$ cat config.mk
export PLATFORM = sky130hd
export DESIGN_NAME = mtx_seq_gen
export DESIGN_NICKNAME = d
export VERILOG_FILES = /design/src/rtl/mtx_seq_gen.sv
export SDC_FILE = /design/constraint.sdc
export NUM_CORES = 1
export LEC_CHECK = 0
export CAP_MARGIN = 20
export CORE_MARGIN = 10
export CORE_UTILIZATION = 50
export CTS_CLUSTER_DIAMETER = 80
export DETAILED_ROUTE_END_ITERATION = 6
export GPL_ROUTABILITY_DRIVEN = 0
export HOLD_SLACK_MARGIN = 0.03
export PLACE_DENSITY = 0.86
export SLEW_MARGIN = 10
export SYNTH_ARGS = -nofsm -noshare
export SYNTH_HDL_FRONTEND = slang
export SYNTH_SLANG_ARGS = --single-unit
export TNS_END_PERCENT = 100
$ cat constraint.sdc
create_clock -name clk -period 9.1 [get_ports clk]
set_clock_uncertainty 0.05 [all_clocks]
set_input_delay 2.73 -clock clk [delete_from_list [all_inputs] [get_ports clk]]
set_output_delay 2.73 -clock clk [all_outputs]
set_load 0.005 [all_outputs]
$ cat src/rtl/mtx_seq_gen.sv
// Multi-channel symbol sequencer: emits NCH phase-accumulator words per sample,
// framed into symbols with gaps, start-phase stepping and continuous/one-shot/triggered modes.
module mtx_seq_gen #(
  parameter int PHASE_WIDTH = 24,
  parameter int NSIG_WIDTH  = 24,
  parameter int NSYMB_WIDTH = 16,
  parameter int GAP_WIDTH   = 16,
  parameter int REG_WIDTH   = 12,
  parameter int NCH         = 4
) (
  input  logic                         clk,
  input  logic                         reset,
  input  logic                         enable,
  input  logic [1:0]                   cfg_mode,
  input  logic [NSIG_WIDTH-1:0]        cfg_nsig,
  input  logic [NSYMB_WIDTH-1:0]       cfg_nsymb,
  input  logic [GAP_WIDTH-1:0]         cfg_gap,
  input  logic [PHASE_WIDTH-1:0]       cfg_ph_inc,
  input  logic [PHASE_WIDTH-1:0]       cfg_ch_inc,
  input  logic [PHASE_WIDTH-1:0]       cfg_ph_step,
  output logic [NCH*PHASE_WIDTH-1:0]   ph,
  output logic [PHASE_WIDTH-1:0]       ph_start,
  output logic [NSIG_WIDTH-1:0]        sigN,
  output logic [NSYMB_WIDTH-1:0]       symbN,
  output logic                         tx_valid,
  output logic                         tx_trig,
  output logic                         done,
  input  logic [REG_WIDTH-1:0]         fp_gpio_in,
  output logic [REG_WIDTH-1:0]         fp_gpio_out,
  output logic [REG_WIDTH-1:0]         fp_gpio_ddr,
  output logic [2:0]                   state_dbg
);

  typedef enum logic [2:0] {IDLE, ARM, RUN, GAP, DONE} state_t;

  state_t state, next_state;

  logic [1:0]             mode_r;
  logic [NSIG_WIDTH-1:0]  nsig_r;
  logic [NSYMB_WIDTH-1:0] nsymb_r;
  logic [GAP_WIDTH-1:0]   gap_r;
  logic [GAP_WIDTH-1:0]   gap_cnt;
  logic [PHASE_WIDTH-1:0] step_r;
  logic [PHASE_WIDTH-1:0] inc_r [NCH];
  logic [PHASE_WIDTH-1:0] ph_r  [NCH];
  logic [2:0]             sync_r;
  logic                   eof_r;
  logic                   tog_r;
  logic                   unused_gpio;

  logic frame_start, sym_start, sample_adv, gap_enter, done_enter;
  logic last_sample, last_symb, trig_edge;

  assign last_sample = (sigN == nsig_r - NSIG_WIDTH'(1));
  assign last_symb   = (symbN == nsymb_r - NSYMB_WIDTH'(1));
  assign trig_edge   = sync_r[1] & ~sync_r[2];
  assign unused_gpio = ^fp_gpio_in;

  always_ff @(posedge clk) begin
    if (!reset) state <= IDLE;
    else        state <= next_state;
  end

  always_comb begin
    next_state  = state;
    frame_start = 1'b0;
    sym_start   = 1'b0;
    sample_adv  = 1'b0;
    gap_enter   = 1'b0;
    done_enter  = 1'b0;
    if (!enable) begin
      next_state = IDLE;
    end else begin
      case (state)
        IDLE: if (cfg_mode != 2'd3) next_state = ARM;
        ARM: if (mode_r != 2'd2 || trig_edge) begin
          next_state  = RUN;
          frame_start = 1'b1;
        end
        RUN: begin
          if (!last_sample) begin
            sample_adv = 1'b1;
          end else if (last_symb && mode_r != 2'd0) begin
            next_state = DONE;
            done_enter = 1'b1;
          end else if (gap_r != '0) begin
            next_state = GAP;
            gap_enter  = 1'b1;
          end else if (last_symb) begin
            frame_start = 1'b1;
          end else begin
            sym_start = 1'b1;
          end
        end
        GAP: if (gap_cnt == GAP_WIDTH'(1)) begin
          next_state  = RUN;
          frame_start = eof_r;
          sym_start   = ~eof_r;
        end
        DONE: next_state = DONE;
        default: next_state = IDLE;
      endcase
    end
  end

  // Trigger pin crosses in through two flops; the third holds the previous value for edge detect.
  always_ff @(posedge clk) begin
    if (!reset) sync_r <= '0;
    else        sync_r <= {sync_r[1:0], fp_gpio_in[4]};
  end

  always_ff @(posedge clk) begin
    if (!reset) begin
      mode_r  <= '0;
      nsig_r  <= '0;
      nsymb_r <= '0;
      gap_r   <= '0;
      step_r  <= '0;
      for (int c = 0; c < NCH; c++) inc_r[c] <= '0;
    end else if (state == IDLE && next_state == ARM) begin
      mode_r  <= cfg_mode;
      nsig_r  <= (cfg_nsig == '0) ? NSIG_WIDTH'(1) : cfg_nsig;
      nsymb_r <= (cfg_nsymb == '0) ? NSYMB_WIDTH'(1) : cfg_nsymb;
      gap_r   <= cfg_gap;
      step_r  <= cfg_ph_step;
      for (int c = 0; c < NCH; c++)
        inc_r[c] <= cfg_ph_inc + PHASE_WIDTH'(c) * cfg_ch_inc;
    end
  end

  always_ff @(posedge clk) begin
    if (!reset || next_state == IDLE) begin
      for (int c = 0; c < NCH; c++) ph_r[c] <= '0;
      ph_start <= '0;
      sigN     <= '0;
      symbN    <= '0;
      tx_valid <= 1'b0;
      tx_trig  <= 1'b0;
      done     <= 1'b0;
      tog_r    <= 1'b0;
      gap_cnt  <= '0;
      eof_r    <= 1'b0;
    end else begin
      tx_trig <= frame_start;
      if (frame_start) begin
        for (int c = 0; c < NCH; c++) ph_r[c] <= '0;
        ph_start <= '0;
        sigN     <= '0;
        symbN    <= '0;
        tx_valid <= 1'b1;
        tog_r    <= ~tog_r;
        eof_r    <= 1'b0;
      end else if (sym_start) begin
        // every channel restarts from the new symbol's start phase
        for (int c = 0; c < NCH; c++) ph_r[c] <= ph_start + step_r;
        ph_start <= ph_start + step_r;
        sigN     <= '0;
        symbN    <= symbN + NSYMB_WIDTH'(1);
        tx_valid <= 1'b1;
        tog_r    <= ~tog_r;
      end else if (sample_adv) begin
        for (int c = 0; c < NCH; c++) ph_r[c] <= ph_r[c] + inc_r[c];
        sigN <= sigN + NSIG_WIDTH'(1);
      end else if (gap_enter) begin
        tx_valid <= 1'b0;
        gap_cnt  <= gap_r;
        eof_r    <= last_symb;
      end else if (done_enter) begin
        tx_valid <= 1'b0;
        done     <= 1'b1;
      end else if (state == GAP) begin
        gap_cnt <= gap_cnt - GAP_WIDTH'(1);
      end
    end
  end

  always_comb begin
    ph = '0;
    for (int c = 0; c < NCH; c++) ph[c*PHASE_WIDTH +: PHASE_WIDTH] = ph_r[c];
  end

  assign fp_gpio_out = {{(REG_WIDTH-4){1'b0}}, done, tog_r, tx_valid, tx_trig};
  assign fp_gpio_ddr = REG_WIDTH'('h00F);
  assign state_dbg   = state;

endmodule

==> run metrics, run 1 <==
WHS Path Cells=1; cell count after synthesis=2633; YS warnings=0; largest net degree at the start of global routing=84; Antenna Nets Post-Route=0; Synth Register Bits=363; flop-to-flop setup slack=2.87 ns; worst reg2reg startpoint=nsig_r[0]; Post-synth top flop=edfxtp_1; sequential share of the synthesized area=0.374; area grow syn2layout=20.7%; number of synthesized flops with an enable pin=190; clock-pin slew on the worst setup and hold paths=0.06 ns; Root Driver=clkbuf_16; Iter 0 DRT Violations=2950; CP Capture Type=flop; Fill cells=3863; total grt overflow=0; total core area=48700 sq um; Gate power share=0.235; Max-Slew Margin vs Limit=0.209; Hold Startpoint=sync_r[0]; Worst Tran Pin Value=1.17 ns; Async SR Flop Fraction=0; Net Sw Frac=0.297; Initial Utilization=0.503; die area=58300 sq um; Post-CTS Setup Repair Bufs=0; total wire length=81300 um; maximum vdd ir drop=0.151 mV; CP peak stage delay=0.94 ns; Mean Syn Cell Area=9.31 sq um; HP Class=reg -> reg; Power Density=167 nW/um^2; Final Non-Filler Cells=3603; nets@finish=3265; internal power=3.47 mW; fmax=143 MHz; CP Cell Sequence=clkdlybuf4s50_1 -> ha_1 -> nor2b_1 -> o31a_1 -> o31a_1 -> a31o_2 -> o41ai_1 -> o211ai_1 -> o211a_1 -> o41ai_1 -> a21o_1 -> a21oi_1; WHS Endpoint=sync_r[1]; status=completed; Req. time, crit path=9.33 ns; CTS buffer count=40; # setup viols final=0; crit start category=input port; port bufs=303; clk sinks=363; I/O Pins=335; RSZ-0062 raised after global routing=no; Pre-antenna DRT Iters=6; share of layout cells above drive strength 1=0.0460; slowest CP cell=o41ai_1; WHS=0.391 ns; Synth cell types=88; wire length per cell=22.6 um; Psw=1.46 mW; via count=22600; critical-path maximum fanout=4; Hold Vio Cnt, Final=0; CTS tree=yes; routed vias/inst=6.28; antenna violations before repair=5; Max Slew Vio Count=0; Die X=241 um; DP HPWL=60500 um; worst-case reg-to-reg path depth=13; clock share of power=0.378; Synth Cell Area=24500 sq um; worst skew pair latency=0.59 ns; max_cap viols=0; crit share post-route=0.766; row count=81; setup TNS=0 ns; crit path DAT=7.20 ns; Worst R2R End=ph_r[3][1]; CTS resizes=0; gr usage total=0.269; total power=4.94 mW; H-tree levels=2; residual DRC count=0; Longest Clk Path Bufs=3; minimum clock period=6.97 ns; sequential power share=0.386; DP Cell Count=3522; die height=241 um; Crit Path Category=in -> reg; first-pass GRT wire length=124000 um; Lkg Pwr=12.1 nW; vias in the first global route=22400; Hold-fix buffers, CTS=0
## layout make-up
cell class / count / area (sq um) / share of cell area
Antenna cell: 5 / 12.5 / 0.000423
Inverter: 86 / 323 / 0.0109
Multi-Input combinational cell: 2095 / 14600 / 0.493
Timing Repair Buffer: 316 / 3170 / 0.107
Clock inverter: 22 / 363 / 0.0123
Tap cell: 664 / 831 / 0.0281
Sequential cell: 363 / 9170 / 0.310
Clock buffer: 52 / 1140 / 0.0384
## through the flow
stage	cell area (sq um)	utilization	worst slack (ns)
CTS	29500	0.605	2.33
finish	29600	0.607	2.13
detailed placement	28000	0.575	1.77
global route	29600	0.607	2.05
global placement	28000	0.575	2.05
floorplan	24600	-	2.63
## power by group through the flow
stage	clock [mW]	sequential, mW	combinational [mW]
4_1_cts	1.87	1.90	1.13
6_report	1.87	1.91	1.16
2_1_floorplan	0	1.91	0.777
5_1_grt	1.94	1.91	1.26
3_5_place_dp	0	1.94	1.11
3_3_place_gp	0	1.93	1.05
## metal layers
| layer | vias up | GRT usage | share of wire |
|---|---|---|---|
| met5 | - | 0 | 0 |
| met4 | 0 | 0.138 | 0.052 |
| met3 | 279 | 0.0602 | 0.10 |
| met2 | 1378 | 0.431 | 0.46 |
| met1 | 10700 | 0.334 | 0.39 |
| li1 | 10200 | - | - |
## cells in the mapped netlist (8+ instances only)
master    count  area (sq um)
xnor2_1     115          1010
nand2b_1     32           200
edfxtp_1    190          5710
o22ai_1      31           194
fa_1         30           601
ha_1        188          2350
o31ai_1      12          90.1
a21oi_1     160           801
o31a_1        8          70.1
or4_1         8          60.1
nand2_1     152           571
nor3_1       73           365
mux2i_1      84           841
nand3_1      76           380
inv_1        84           315
nand3b_1     11          82.6
or3_1        38           238
nor2_1      285          1070
clkbuf_1     45           169
and2_1       51           319
a31oi_1      23           144
and3_1       29           181
xor2_1      113           990
buf_2        29           145
buf_4        29           218
dfxtp_1     173          3460
or2_2        14          87.6
and4_1       13           114
a31o_2        8          70.1
nand4_1      32           200
a22o_1       14           123
o21bai_1     20           150
nor4_1       37           231
nor2b_1      30           188
a21o_1       39           293
o21a_1       22           165
a211oi_1     33           248
o21ai_0     155           776
o211ai_1     18           135
## state kept, by name (all words and copies together) (netlist names)
signal	flops
done	1
eof_r	1
gap_cnt	16
gap_r	16
inc_r	94
mode_r	2
nsig_r	24
nsymb_r	16
ph_r	96
ph_start	24
sigN	24
state_dbg	3
step_r	24
symbN	16
sync_r	3
tog_r	1
tx_trig	1
tx_valid	1
## cells by family (layout without fill, tap and decap cells)
logic type,Yosys count,after routing,synth area share
other,2,25,0.000306
xor gates and xnor gates,228,228,0.0815
AOI/OAI and AO/OA,628,628,0.164
and+or+nand+nor,913,913,0.188
adders and majority gates,218,218,0.120
muxes,88,88,0.0361
buffers and inverters,193,476,0.0355
DFF,363,363,0.374
## how the worst max path moves through the flow
stage | startpoint | to | slack, ns | cells past startpoint
floorplan | cfg_mode[0] | inc_r[0][0] | 2.63 | 7
global placement | cfg_ch_inc[1] | inc_r[3][23] | 2.05 | 15
detailed placement | cfg_ch_inc[0] | inc_r[1][22] | 1.77 | 14
CTS | cfg_ch_inc[0] | inc_r[1][22] | 2.33 | 14
global route | cfg_ch_inc[0] | inc_r[1][22] | 2.05 | 14
finish | cfg_ch_inc[2] | inc_r[1][22] | 2.13 | 12
## cell usage in the layout (no fill, tap or decap), types with 15 or more instances in the layout
| master | netlist | layout |
|---|---|---|
| fa_1 | 30 | 30 |
| o21bai_1 | 20 | 20 |
| ha_1 | 188 | 188 |
| mux2i_1 | 84 | 84 |
| or3_1 | 38 | 38 |
| nor2b_1 | 30 | 30 |
| a211oi_1 | 33 | 33 |
| xnor2_1 | 115 | 115 |
| and2_1 | 51 | 51 |
| o21ai_0 | 155 | 155 |
| nand4_1 | 32 | 32 |
| conb_1 | 2 | 20 |
| o211ai_1 | 18 | 18 |
| dfxtp_1 | 173 | 173 |
| a21o_1 | 39 | 39 |
| nor4_1 | 37 | 37 |
| o22ai_1 | 31 | 31 |
| clkdlybuf4s50_1 | 0 | 303 |
| nand2_1 | 152 | 151 |
| nor3_1 | 73 | 73 |
| nor2_1 | 285 | 283 |
| inv_1 | 84 | 83 |
| and3_1 | 29 | 29 |
| a21oi_1 | 160 | 160 |
| nand3_1 | 76 | 76 |
| or2_2 | 14 | 15 |
| edfxtp_1 | 190 | 190 |
| a31oi_1 | 23 | 23 |
| nand2b_1 | 32 | 32 |
| o21a_1 | 22 | 22 |
| xor2_1 | 113 | 113 |
| clkbuf_16 | 0 | 41 |
## critical path, delay by kind of cell
family          cells  cell delay (ns)
compound gates      9             3.36
simple gates        1             0.17
fa+ha+maj           1             0.32
buf+inv             1             0.61
Note: power is estimated with default switching activity, not from simulation.
==> run 2, diff against run 1 <==
--- a/config.mk
+++ b/config.mk
@@ -12,7 +12,7 @@
 export DETAILED_ROUTE_END_ITERATION = 6
 export GPL_ROUTABILITY_DRIVEN = 0
 export HOLD_SLACK_MARGIN = 0.03
-export PLACE_DENSITY = 0.86
+export PLACE_DENSITY = 0.89
 export SLEW_MARGIN = 10
 export SYNTH_ARGS = -nofsm -noshare
 export SYNTH_HDL_FRONTEND = slang
==> constraint.sdc (replaced) <==
create_clock -name clk -period 6.3 [get_ports clk]
set_clock_uncertainty 0.05 [all_clocks]
set_input_delay 1.89 -clock clk [delete_from_list [all_inputs] [get_ports clk]]
set_output_delay 1.89 -clock clk [all_outputs]
set_load 0.005 [all_outputs]
==> run metrics, run 2 (synthesized netlist as in run 1, its figures left out) <==
status=completed; Psw=2.11 mW; HP Class=reg -> reg; H-tree levels=2; total power=7.13 mW; setup TNS=0 ns; Gate power share=0.234; residual DRC count=0; minimum clock period=5.77 ns; Worst Tran Pin Value=0.989 ns; total wire length=77700 um; CP peak stage delay=0.57 ns; first-pass GRT wire length=118000 um; commonest non-fill, non-tap cell in the layout=clkdlybuf4s50_1; WHS Path Cells=1; vias in the first global route=20900; most frequent cells in the layout=303 x clkdlybuf4s50_1, 284 x nor2_1, 190 x edfxtp_1; row count=81; crit start category=input port; wire length per cell=21.4 um; Initial Utilization=0.503; via count=22200; Longest Clk Path Bufs=3; Final Util=0.611; Die X=241 um; DP HPWL=57600 um; Hold Startpoint=sync_r[0]; end of the critical path=inc_r[3][23]; fmax=173 MHz; Hold-fix buffers, CTS=0; # setup viols final=0; die area=58300 sq um; post-route cell area=29800 sq um; max FFs per register=96; dpl cell area=28200 sq um; CTS tree=yes; Lkg Pwr=12.2 nW; largest net degree at the start of global routing=83; Worst R2R End=ph_r[2][1]; maximum vdd ir drop=0.191 mV; crit path from=cfg_ph_inc[1]; antenna violations before repair=5; crit path DAT=6.05 ns; crit share post-route=0.916; clock-pin slew on the worst setup and hold paths=0.06 ns; Hold Vio Cnt, Final=0; RSZ-0062 raised after global routing=no; Req. time, crit path=6.58 ns; CTS resizes=0; max_cap viols=0; internal power=5.02 mW; CTS buffer count=42; worst skew pair latency=0.60 ns; Pre-antenna DRT Iters=6; sequential power share=0.387; Regs by FF count=ph_r (96), inc_r (94); Top reg by flops=ph_r; Net Sw Frac=0.296; total core area=48700 sq um; I/O Pins=335; flop-to-flop setup slack=1.19 ns; clk sinks=363; Max-Slew Margin vs Limit=0.332; Post-CTS Setup Repair Bufs=0; area grow syn2layout=21.6%; Fill cells=3814; share of layout cells above drive strength 1=0.0518; critical-path maximum fanout=4; Max Slew Vio Count=0; Antenna Nets Post-Route=0; Power Density=239 nW/um^2; CP Cell Sequence=clkdlybuf4s50_1 -> fa_1 -> ha_1 -> inv_1 -> fa_1 -> nor2b_1 -> o31a_1 -> o31ai_1 -> a311oi_1 -> nor3_1 -> buf_4 -> o31ai_1 -> a21o_1 -> a21oi_1 -> xnor2_1 -> nor2_1; Crit Path Category=in -> reg; total grt overflow=0; Seq. cell area=9170 sq um; worst path bufs/invs=3; nets@finish=3290; Iter 0 DRT Violations=2570; Levels on crit path=16; routed vias/inst=6.12; worst-case reg-to-reg path depth=12; clock share of power=0.380; worst reg2reg startpoint=nsig_r[0]; Root Driver=clkbuf_16; area of the multi-input gates=14600 sq um; CP Capture Type=flop; port bufs=303; die height=241 um; slowest CP cell=fa_1; gr usage total=0.256; Largest delay share family, worst path=compound AO/OA/AOI/OAI gates
[run 2: cell count changes in the layout (fill, tap and decap cells not counted), moves of 3 or more]
| cell | previous run | this run |
|---|---|---|
| buf_4 | 11 | 31 |
| clkbuf_1 | 4 | 8 |
| clkbuf_16 | 41 | 45 |
| clkbuf_8 | 7 | 3 |
| clkinvlp_4 | 4 | 1 |
[run 2: power groups by stage]
stage | clock (mW) | combinational [mW] | sequential [mW]
6_report | 2.71 | 1.67 | 2.76
5_1_grt | 2.82 | 1.82 | 2.77
2_1_floorplan | 0 | 1.12 | 2.76
3_5_place_dp | 0 | 1.59 | 2.80
4_1_cts | 2.72 | 1.63 | 2.75
3_3_place_gp | 0 | 1.55 | 2.80
[run 2: worst min-delay path by stage]
stage / slack (ns) / endpoint
2_1_floorplan: 0.36 / sync_r[1]
3_3_place_gp: 0.37 / sync_r[1]
3_5_place_dp: 0.38 / sync_r[1]
4_1_cts: 0.39 / sync_r[1]
5_1_grt: 0.43 / sync_r[2]
6_report: 0.39 / sync_r[1]
[run 2: per-stage QoR]
stage	instances	worst slack (ns)	hold slack (ns)
final	3625	0.528	0.393
after global routing	3625	0.465	0.427
after CTS	3617	0.639	0.393
after detailed placement	3544	0.0919	0.377
after global placement	3544	0.185	0.372
after floorplan	2651	0.599	0.362
[run 2: layout make-up]
class	count	share of cell area
diodes	5	0.000420
well taps	664	0.0279
inverters	86	0.0108
repair buffers	339	0.113
multi-input cells	2095	0.489
flip-flops and latches	363	0.308
clock buffers	56	0.0402
clock inverters	17	0.0109
[run 2: metal layers]
metal | vias up | track usage | share of wire
met2 | 1293 | 0.401 | 0.45
met1 | 10400 | 0.333 | 0.40
met5 | - | 0 | 0
li1 | 10300 | - | -
met4 | 0 | 0.107 | 0.042
met3 | 214 | 0.0580 | 0.11
==> run 3, diff against run 2 <==
--- a/config.mk
+++ b/config.mk
@@ -5,6 +5,7 @@
 export SDC_FILE = /design/constraint.sdc
 export NUM_CORES = 1
 export LEC_CHECK = 0
+export ABC_AREA = 1
 export CAP_MARGIN = 20
 export CORE_MARGIN = 10
 export CORE_UTILIZATION = 50
@@ -12,7 +13,8 @@
 export DETAILED_ROUTE_END_ITERATION = 6
 export GPL_ROUTABILITY_DRIVEN = 0
 export HOLD_SLACK_MARGIN = 0.03
-export PLACE_DENSITY = 0.89
+export PLACE_DENSITY = 0.88
+export SKIP_LAST_GASP = 1
 export SLEW_MARGIN = 10
 export SYNTH_ARGS = -nofsm -noshare
 export SYNTH_HDL_FRONTEND = slang
==> run metrics, run 3 <==
status=finished, violations left; failing checks=design-rule violations; YS warnings=0; worst path bufs/invs=3; nets@finish=3995; Req. time, crit path=6.58 ns; wire length per cell=19.9 um; crit start category=input port; I/O Pins=335; die area=60900 sq um; # setup viols final=0; Die X=247 um; port bufs=303; CP Cell Sequence=clkdlybuf4s50_1 -> fa_1 -> ha_1 -> inv_1 -> fa_1 -> o21ai_0 -> a21oi_1 -> inv_1 -> a21oi_1 -> o21a_1 -> o21ai_0 -> a31oi_1 -> o21ai_0 -> nor2_1; most common cell in the netlist=nand2_1; share of layout cells above drive strength 1=0.0404; residual DRC count=8; CP peak stage delay=0.59 ns; crit share post-route=0.816; largest net degree at the start of global routing=92; slowest CP cell=fa_1; Synth cell types=50; Iter 0 DRT Violations=2948; cell count after synthesis=3354; top cells by count, synth=772 x nand2_1, 314 x nor2_1, 313 x inv_1; Max-Slew Margin vs Limit=0.351; H-tree levels=2; fmax=195 MHz; Regs by FF count=ph_r (96), inc_r (94); Post-synth top flop=edfxtp_1; Power Density=230 nW/um^2; CP Capture Type=flop; maximum vdd ir drop=0.182 mV; total grt overflow=0; Async SR Flop Fraction=0; Largest delay share family, worst path=compound AO/OA/AOI/OAI gates; routed vias/inst=5.85; CTS buffer count=42; Post-CTS Setup Repair Bufs=0; gr usage total=0.272; critical-path maximum fanout=4; total core area=51100 sq um; minimum clock period=5.14 ns; CTS resizes=0; DP HPWL=66200 um; most frequent cells in the layout=771 x nand2_1, 314 x nor2_1, 313 x inv_1; Initial Utilization=0.503; first-pass GRT wire length=130000 um; post-route cell area=30600 sq um; WHS=0.366 ns; area grow syn2layout=19.1%; dpl cell area=29200 sq um; clock-pin slew on the worst setup and hold paths=0.06 ns; Crit Path Category=in -> reg; clk sinks=363; Hold Vio Cnt, Final=0; Most common cell on crit path=o21ai_0; crit path DAT=5.42 ns; total wire length=86600 um; Worst Tran Pin Value=0.973 ns; Antenna Nets Post-Route=0; Lkg Pwr=13.3 nW; Synth Cell Area=25700 sq um; setup TNS=0 ns; CTS tree=yes; Root Driver=clkbuf_16; max_cap viols=0; Synth Register Bits=363; Pre-antenna DRT Iters=7; cell taking the most area after synthesis=edfxtp_1; vias in the first global route=23600; via count=25500; Synth top area share=0.222; Top reg by flops=ph_r; RSZ-0062 raised after global routing=no; HP Class=reg -> reg; sequential share of the synthesized area=0.357; number of synthesized flops with an enable pin=190; die height=247 um; max FFs per register=96; commonest non-fill, non-tap cell in the layout=nand2_1; Max Slew Vio Count=0; Hold-fix buffers, CTS=0; leading post-synthesis cells by cell area=edfxtp_1 22%, dfxtp_1 13%, nand2_1 11%, ha_1 9.2%, a21oi_1 5.8%; Longest Clk Path Bufs=3; worst skew pair latency=0.58 ns; antenna violations before repair=8; Mean Syn Cell Area=7.66 sq um; Final Util=0.599; row count=83
[run 3: cell count changes after synthesis, moves of 46 or more]
cell	change
nand2_1	+620
inv_1	+229
a21oi_1	+137
nand3_1	+106
mux2i_1	-84
o21ai_0	+53
and2_1	-46
[run 3: area by class of cell]
type                            instances  area [sq um]
Antenna cell                            8          20.0
Multi-Input combinational cell       2581         14800
Inverter                              322          1210
Timing Repair Buffer                  322          3180
Clock buffer                           55          1130
Fill cell                            4233         20500
Clock inverter                         21           221
Sequential cell                       363          9170
Tap cell                              680           851
[run 3: kinds of logic after synthesis]
group,Yosys count,synth area share
compound gates,635,0.133
xor+xnor,219,0.0752
fa+ha+maj,218,0.115
buf+inv,428,0.0699
flops,363,0.357
other cells,2,0.000292
simple gates,1489,0.250
[run 3: worst paths after layout]
path | from | to | slack [ns] | cells after the start
worst min-delay path | sync_r[0] | sync_r[1] | 0.37 | 2
worst max-delay path | cfg_ph_inc[1] | inc_r[3][21] | 1.16 | 14
worst max register to register | nsig_r[0] | ph_r[3][15] | 1.76 | 19
worst min register to register | sync_r[0] | sync_r[1] | 0.37 | 2
[run 3: metrics by stage]
stage               std cells  power, mW  setup slack, ns
floorplan                3372       3.99            0.540
global placement         4268       4.50            0.785
detailed placement       4268       4.55            0.655
CTS                      4344       7.00             1.25
global route             4349       7.33            0.841
finish                   4352       7.04             1.16
[run 3: per-layer routing]
metal,global-route usage,part of all wire,up-vias
li1,-,-,11800
met1,0.323,0.36,11700
met2,0.418,0.43,1554
met3,0.0760,0.12,374
met4,0.195,0.078,6
met5,0,0.00053,-
[run 3: power by group]
part	internal, mW	total, mW	switching (mW)
clock network	1.44	2.47	1.04
registers	2.65	2.76	0.108
logic	0.696	1.81	1.11
[run 3: worst register-to-register path: cells and delay by family (launching register included)]
kind,cells,cell delay (ns)
AOI/OAI and AO/OA,1,0.46
buffers and inverters,3,0.79
DFF,1,0.31
adders and majority gates,1,0.33
and+or+nand+nor,14,2.43
